`config.mk`:
```
export PLATFORM = sky130hd
export DESIGN_NAME = rmii_tx_arbiter
export DESIGN_NICKNAME = d
export VERILOG_FILES = /design/src/rtl/rmii_tx_arbiter.sv
export SDC_FILE = /design/constraint.sdc
export NUM_CORES = 1
export LEC_CHECK = 0
export ABC_AREA = 1
export ABC_CLOCK_PERIOD_IN_PS = 1400
export CAP_MARGIN = 40
export CORE_UTILIZATION = 33
export DETAILED_ROUTE_END_ITERATION = 8
export PLACE_DENSITY = 0.6
export REMOVE_ABC_BUFFERS = 1
export SLEW_MARGIN = 20
export SYNTH_ARGS = -nofsm -noshare
export SYNTH_HDL_FRONTEND = slang
export SYNTH_SLANG_ARGS = --single-unit
```
`constraint.sdc`:
```
create_clock -name clk -period 1.4 [get_ports clk]
set_input_delay 0.28 -clock clk [delete_from_list [all_inputs] [get_ports clk]]
set_output_delay 0.28 -clock clk [all_outputs]
set_load 0.02 [all_outputs]
```
`src/rtl/rmii_tx_arbiter.sv`:
```
// Purpose: round-robin share of one RMII TX dibit stream between two frame sources, one whole frame per grant.
// Latency: forwarded dibit appears one cycle after the granted source presents it; grant is one cycle after request.
// Backpressure: none on the dibit path; sources hold off via req/gnt, with grant timeout, length cap and IFG enforcement.
module rmii_tx_arbiter #(
    parameter int IFG_CYCLES       = 48,
    parameter int GRANT_TIMEOUT    = 64,
    parameter int MAX_FRAME_DIBITS = 6112
) (
    input  logic       clk,
    input  logic       rst,
    input  logic [1:0] req,
    output logic [1:0] gnt,
    input  logic       in0_v,
    input  logic [1:0] in0_d,
    input  logic       in1_v,
    input  logic [1:0] in1_d,
    output logic       axiov,
    output logic [1:0] axiod,
    output logic       busy,
    output logic       frame_done,
    output logic       err_timeout,
    output logic       err_overlong
);

    localparam int MAXV1 = (MAX_FRAME_DIBITS > IFG_CYCLES) ? MAX_FRAME_DIBITS : IFG_CYCLES;
    localparam int MAXV  = (MAXV1 > GRANT_TIMEOUT) ? MAXV1 : GRANT_TIMEOUT;
    localparam int CW    = $clog2(MAXV + 1);

    localparam logic [CW-1:0] TMO_LAST   = CW'(GRANT_TIMEOUT - 1);
    localparam logic [CW-1:0] IFG_LAST   = CW'(IFG_CYCLES - 1);
    localparam logic [CW-1:0] FRAME_FULL = CW'(MAX_FRAME_DIBITS);

    typedef enum logic [2:0] {
        IDLE,
        GRANT_WAIT,
        XMIT,
        DRAIN,
        GAP
    } state_t;

    state_t        state, state_nxt;
    logic [CW-1:0] count, count_nxt;
    logic          sel, sel_nxt;
    logic          last_served, last_served_nxt;
    logic [1:0]    gnt_nxt;
    logic          axiov_nxt;
    logic          frame_done_nxt, err_timeout_nxt, err_overlong_nxt;

    logic          in_sel_v;
    logic [1:0]    in_sel_d;
    logic          pick;

    // Mux the granted source; the other source is ignored entirely.
    always_comb begin
        in_sel_v = sel ? in1_v : in0_v;
        in_sel_d = sel ? in1_d : in0_d;
        // Prefer the requester that was not served last.
        pick     = req[~last_served] ? ~last_served : last_served;
    end

    // Next-state, counter and registered-output decode.
    always_comb begin
        state_nxt        = state;
        count_nxt        = count;
        sel_nxt          = sel;
        last_served_nxt  = last_served;
        gnt_nxt          = gnt;
        axiov_nxt        = 1'b0;
        frame_done_nxt   = 1'b0;
        err_timeout_nxt  = 1'b0;
        err_overlong_nxt = 1'b0;
        case (state)
            IDLE: begin
                if (|req) begin
                    sel_nxt   = pick;
                    gnt_nxt   = {pick, ~pick};
                    count_nxt = '0;
                    state_nxt = GRANT_WAIT;
                end
            end
            GRANT_WAIT: begin
                axiov_nxt = in_sel_v;
                if (in_sel_v) begin
                    // First dibit is forwarded now and counts as dibit 1.
                    count_nxt = CW'(1);
                    state_nxt = XMIT;
                end else if (!req[sel]) begin
                    // Requester withdrew: no error, priority untouched.
                    gnt_nxt   = 2'b00;
                    count_nxt = '0;
                    state_nxt = IDLE;
                end else if (count == TMO_LAST) begin
                    gnt_nxt         = 2'b00;
                    last_served_nxt = sel;
                    err_timeout_nxt = 1'b1;
                    count_nxt       = '0;
                    state_nxt       = IDLE;
                end else begin
                    count_nxt = count + 1'b1;
                end
            end
            XMIT: begin
                if (!in_sel_v) begin
                    gnt_nxt         = 2'b00;
                    last_served_nxt = sel;
                    frame_done_nxt  = 1'b1;
                    count_nxt       = '0;
                    state_nxt       = GAP;
                end else if (count == FRAME_FULL) begin
                    // Truncate: keep gnt high so the source keeps streaming into DRAIN.
                    err_overlong_nxt = 1'b1;
                    count_nxt        = '0;
                    state_nxt        = DRAIN;
                end else begin
                    axiov_nxt = 1'b1;
                    count_nxt = count + 1'b1;
                end
            end
            DRAIN: begin
                if (!in_sel_v) begin
                    gnt_nxt         = 2'b00;
                    last_served_nxt = sel;
                    count_nxt       = '0;
                    state_nxt       = GAP;
                end
            end
            GAP: begin
                if (count == IFG_LAST) begin
                    count_nxt = '0;
                    state_nxt = IDLE;
                end else begin
                    count_nxt = count + 1'b1;
                end
            end
            default: begin
                gnt_nxt   = 2'b00;
                count_nxt = '0;
                state_nxt = IDLE;
            end
        endcase
    end

    // State, counter and output registers; reset drops any frame in flight.
    always_ff @(posedge clk) begin
        if (rst) begin
            state        <= IDLE;
            count        <= '0;
            sel          <= 1'b0;
            last_served  <= 1'b1;
            gnt          <= 2'b00;
            axiov        <= 1'b0;
            axiod        <= 2'b00;
            frame_done   <= 1'b0;
            err_timeout  <= 1'b0;
            err_overlong <= 1'b0;
        end else begin
            state        <= state_nxt;
            count        <= count_nxt;
            sel          <= sel_nxt;
            last_served  <= last_served_nxt;
            gnt          <= gnt_nxt;
            axiov        <= axiov_nxt;
            axiod        <= in_sel_d;
            frame_done   <= frame_done_nxt;
            err_timeout  <= err_timeout_nxt;
            err_overlong <= err_overlong_nxt;
        end
    end

    assign busy = (state != IDLE);

endmodule

```
==> results by group <==
Outcome
  • Status: finished, violations left
  • Failing checks: setup timing

Clock tree
  • CTS Root Cell: clkbuf_8
  • # H-tree levels: 1
  • Clock latency on the worst-skew pair: 0.28 ns
  • Sinks on Clock Net: 26
  • CTS buffer count: 3
  • CTS max path bufs: 2
  • CTS tree: built
  • Clock Pin Slew Worst Setup and Hold Paths: 0.10 ns

Floorplanning
  • Initial Utilization: 0.3412
  • FP Rows: 25
  • Core area: 4723 µm²
  • Die width: 71.88 µm
  • Die H: 71.88 µm
  • Die area: 5167 µm²
  • IO Count: 19

Hold path
  • Hold Crit Start: gnt[1]
  • Worst Hold Class: reg -> reg

Global routing
  • Tot GR Track Use: 0.1827
  • First-pass GRT wire length: 7.417 mm
  • Largest net degree at the start of global routing: 16
  • Initial antenna violation count: 0
  • Vias in the first global route: 1700
  • Remaining Overflow, GRT: 0

Timing
  • Setup-failing EPs final: 19
  • Least-Margin Pin Slew: 0.2760 ns
  • Setup ws final: -0.1905 ns
  • Max Slew Vio Count: 0
  • Hold Fails Final Rpt: 0
  • Worst Skew: 0.004075 ns
  • FMAX: 628.7 MHz
  • Post-layout min period: 1.590 ns
  • Final Cycle Share: 1.136
  • WHS: 0.4624 ns
  • Relative slew slack: 0.8146
  • Unrepaired setup endpoints after global routing: yes
  • Setup TNS: -2.857 ns

Detailed routing
  • Via count: 1834
  • Final WL: 4.636 mm
  • Via density: 4.739
  • 1st-iter DRT viols: 104
  • Post-DRT Antenna Nets: 0
  • WL per Instance: 11.98 µm
  • Drt drc: 0
  • DRT Pass-1 Iters: 4

Cells and area
  • Layout cell share with drive strength beyond 1: 0.4219
  • FF+latch area: 541.8 µm²
  • Nets: 333
  • P&R area growth vs syn: 60.09%
  • Multi-input gate area: 1076 µm²
  • Fill cells: 451
  • ANT cells: 0

Power
  • LEAKAGE: 1.142 nW
  • Worst VDD drop: 822.4 µV
  • Power Density: 1394 nW/µm²

Logic synthesis
  • Cells after Synth: 241
  • Yosys reg bits: 26
  • Post-synth ARST share: 0
  • Post-synth top cells: 49 x nand2_1, 37 x nor2_1, 31 x inv_1, 26 x dfxtp_1, 24 x nand3_1
  • YS warnings: 0
  • Primary FF master, synth: dfxtp_1
  • Ranking of synthesized cells by area: dfxtp_1 32%, nand2_1 11%, nor2_1 8.6%
  • Mapped Area: 1612 µm²
  • Count leader, synth: nand2_1
  • Count of different cell masters after synthesis: 28
  • Syn Area/Cell: 6.687 µm²
  • Synth area leader: dfxtp_1
  • Post-synth top area share: 0.3230
  • Number of synthesized flops with an enable pin: 0
  • Register area share after synthesis: 0.3230

Worst setup path
  • CP Max Fanout: 7
  • Required time of the critical path: 1.57 ns
  • Crit path kind: reg -> reg
  • Critical Path AT: 1.76 ns
  • Cell at the slowest stage of the critical path: dfxtp_4
  • Critical path, cell by cell: inv_2 > ha_4 > nand2_2 > nor3_2 > nand3_2 > nand2_4 > nand3_4 > a21oi_4 > nor2_1
  • Critical path's top delay family: simple AND/OR/NAND/NOR gates
  • CP Capture Type: flop
  • Critical path launch point: count[1]
  • Worst Setup Start Kind: flop
  • CP peak stage delay: 0.38 ns
  • CP Buf/Inv Count: 1
  • R2R setup slack: -0.19 ns
  • FF-to-FF Start: count[1]

Flow run
  • Maxcap violations: 0

Placement
  • Routability cong.: 0.8860
  • DP HPWL: 3.345 mm
  • PortBufs: 18
placed cells by master (no fill, tap or decap), types with 5 or more instances in the layout:
cell type        instances
nand3_1                 18
dfxtp_4                  5
a21oi_1                 10
nor3_1                   5
nand3_2                  7
dfxtp_1                 19
inv_1                   24
inv_2                    9
buf_4                   53
clkdlybuf4s50_1          7
nor2_1                  29
nand2_2                 11
dlygate4sd2_1            8
nor2_2                   6
buf_6                    9
nand2_1                 43
o21ai_0                 10
nor2_4                   5
stage by stage:
stage	setup slack [ns]	instances	area, µm²	power (mW)	util
after floorplan	-0.1243	237	1580	1.898	-
after global placement	-0.3577	371	2212	2.624	0.4683
after detailed placement	-0.3962	371	2212	2.633	0.4683
after CTS	-0.2067	380	2380	3.348	0.5038
after global routing	-0.2485	387	2580	3.826	0.5462
final	-0.1905	387	2580	3.595	0.5462
power breakdown:
part | leakage, nW | switching (mW) | internal (mW)
clock network | 0.0357 | 0.259 | 0.383
logic | 0.891 | 1.04 | 0.935
registers | 0.216 | 0.109 | 0.866
total | 1.14 | 1.41 | 2.18
area by class of cell:
type	instances	area share
Timing Repair Buffer	79	0.2575
Clock buffer	3	0.01600
Inverter	36	0.05529
Clock inverter	1	0.01164
Tap cell	67	0.03249
Multi-Input combinational cell	175	0.4171
Sequential cell	26	0.2100
worst paths after layout:
path | endpoint | cells after the start
min reg2reg | gnt[1] | 2
max | count[5] | 9
max reg2reg | count[5] | 9
min | gnt[1] | 2
worst register-to-register path, stage by stage, from the launching register on:
cell,delay [ns]
dfxtp_4,0.38
inv_2,0.08
ha_4,0.13
nand2_2,0.06
nor3_2,0.14
nand3_2,0.13
nand2_4,0.13
nand3_4,0.10
a21oi_4,0.27
nor2_1,0.06
layer usage:
| metal | vias to the layer above | global-route usage | wire [µm] |
|---|---|---|---|
| met5 | - | 0 | 0 |
| met4 | 0 | 0.07843 | 167 |
| met3 | 17 | 0.01828 | 132 |
| met2 | 43 | 0.3260 | 2333 |
| met1 | 839 | 0.2226 | 2002 |
| li1 | 935 | - | - |
state kept, by name, indices dropped and copies added (netlist names):
signal	flops
axiod	2
axiov	1
count	13
err_overlong	1
err_timeout	1
frame_done	1
gnt	2
last_served	1
sel	1
state	3
what timing repair did:
item | 4_1_cts | 5_1_grt
setup buffers | 5 | 8
hold buffers | 0 | 0
gates resized for setup | 33 | 53
pin swaps | 15 | 21
gates cloned | 0 | 0
setup endpoints to repair | 31 | 24
cells by family after synthesis:
logic type,after synthesis,share of synthesized area
adders and majority gates,2,0.01553
AOI/OAI and AO/OA,33,0.1227
buffers and inverters,40,0.1033
DFF,26,0.3230
and+or+nand+nor,140,0.4356
Note: power is estimated with default switching activity, not from simulation.
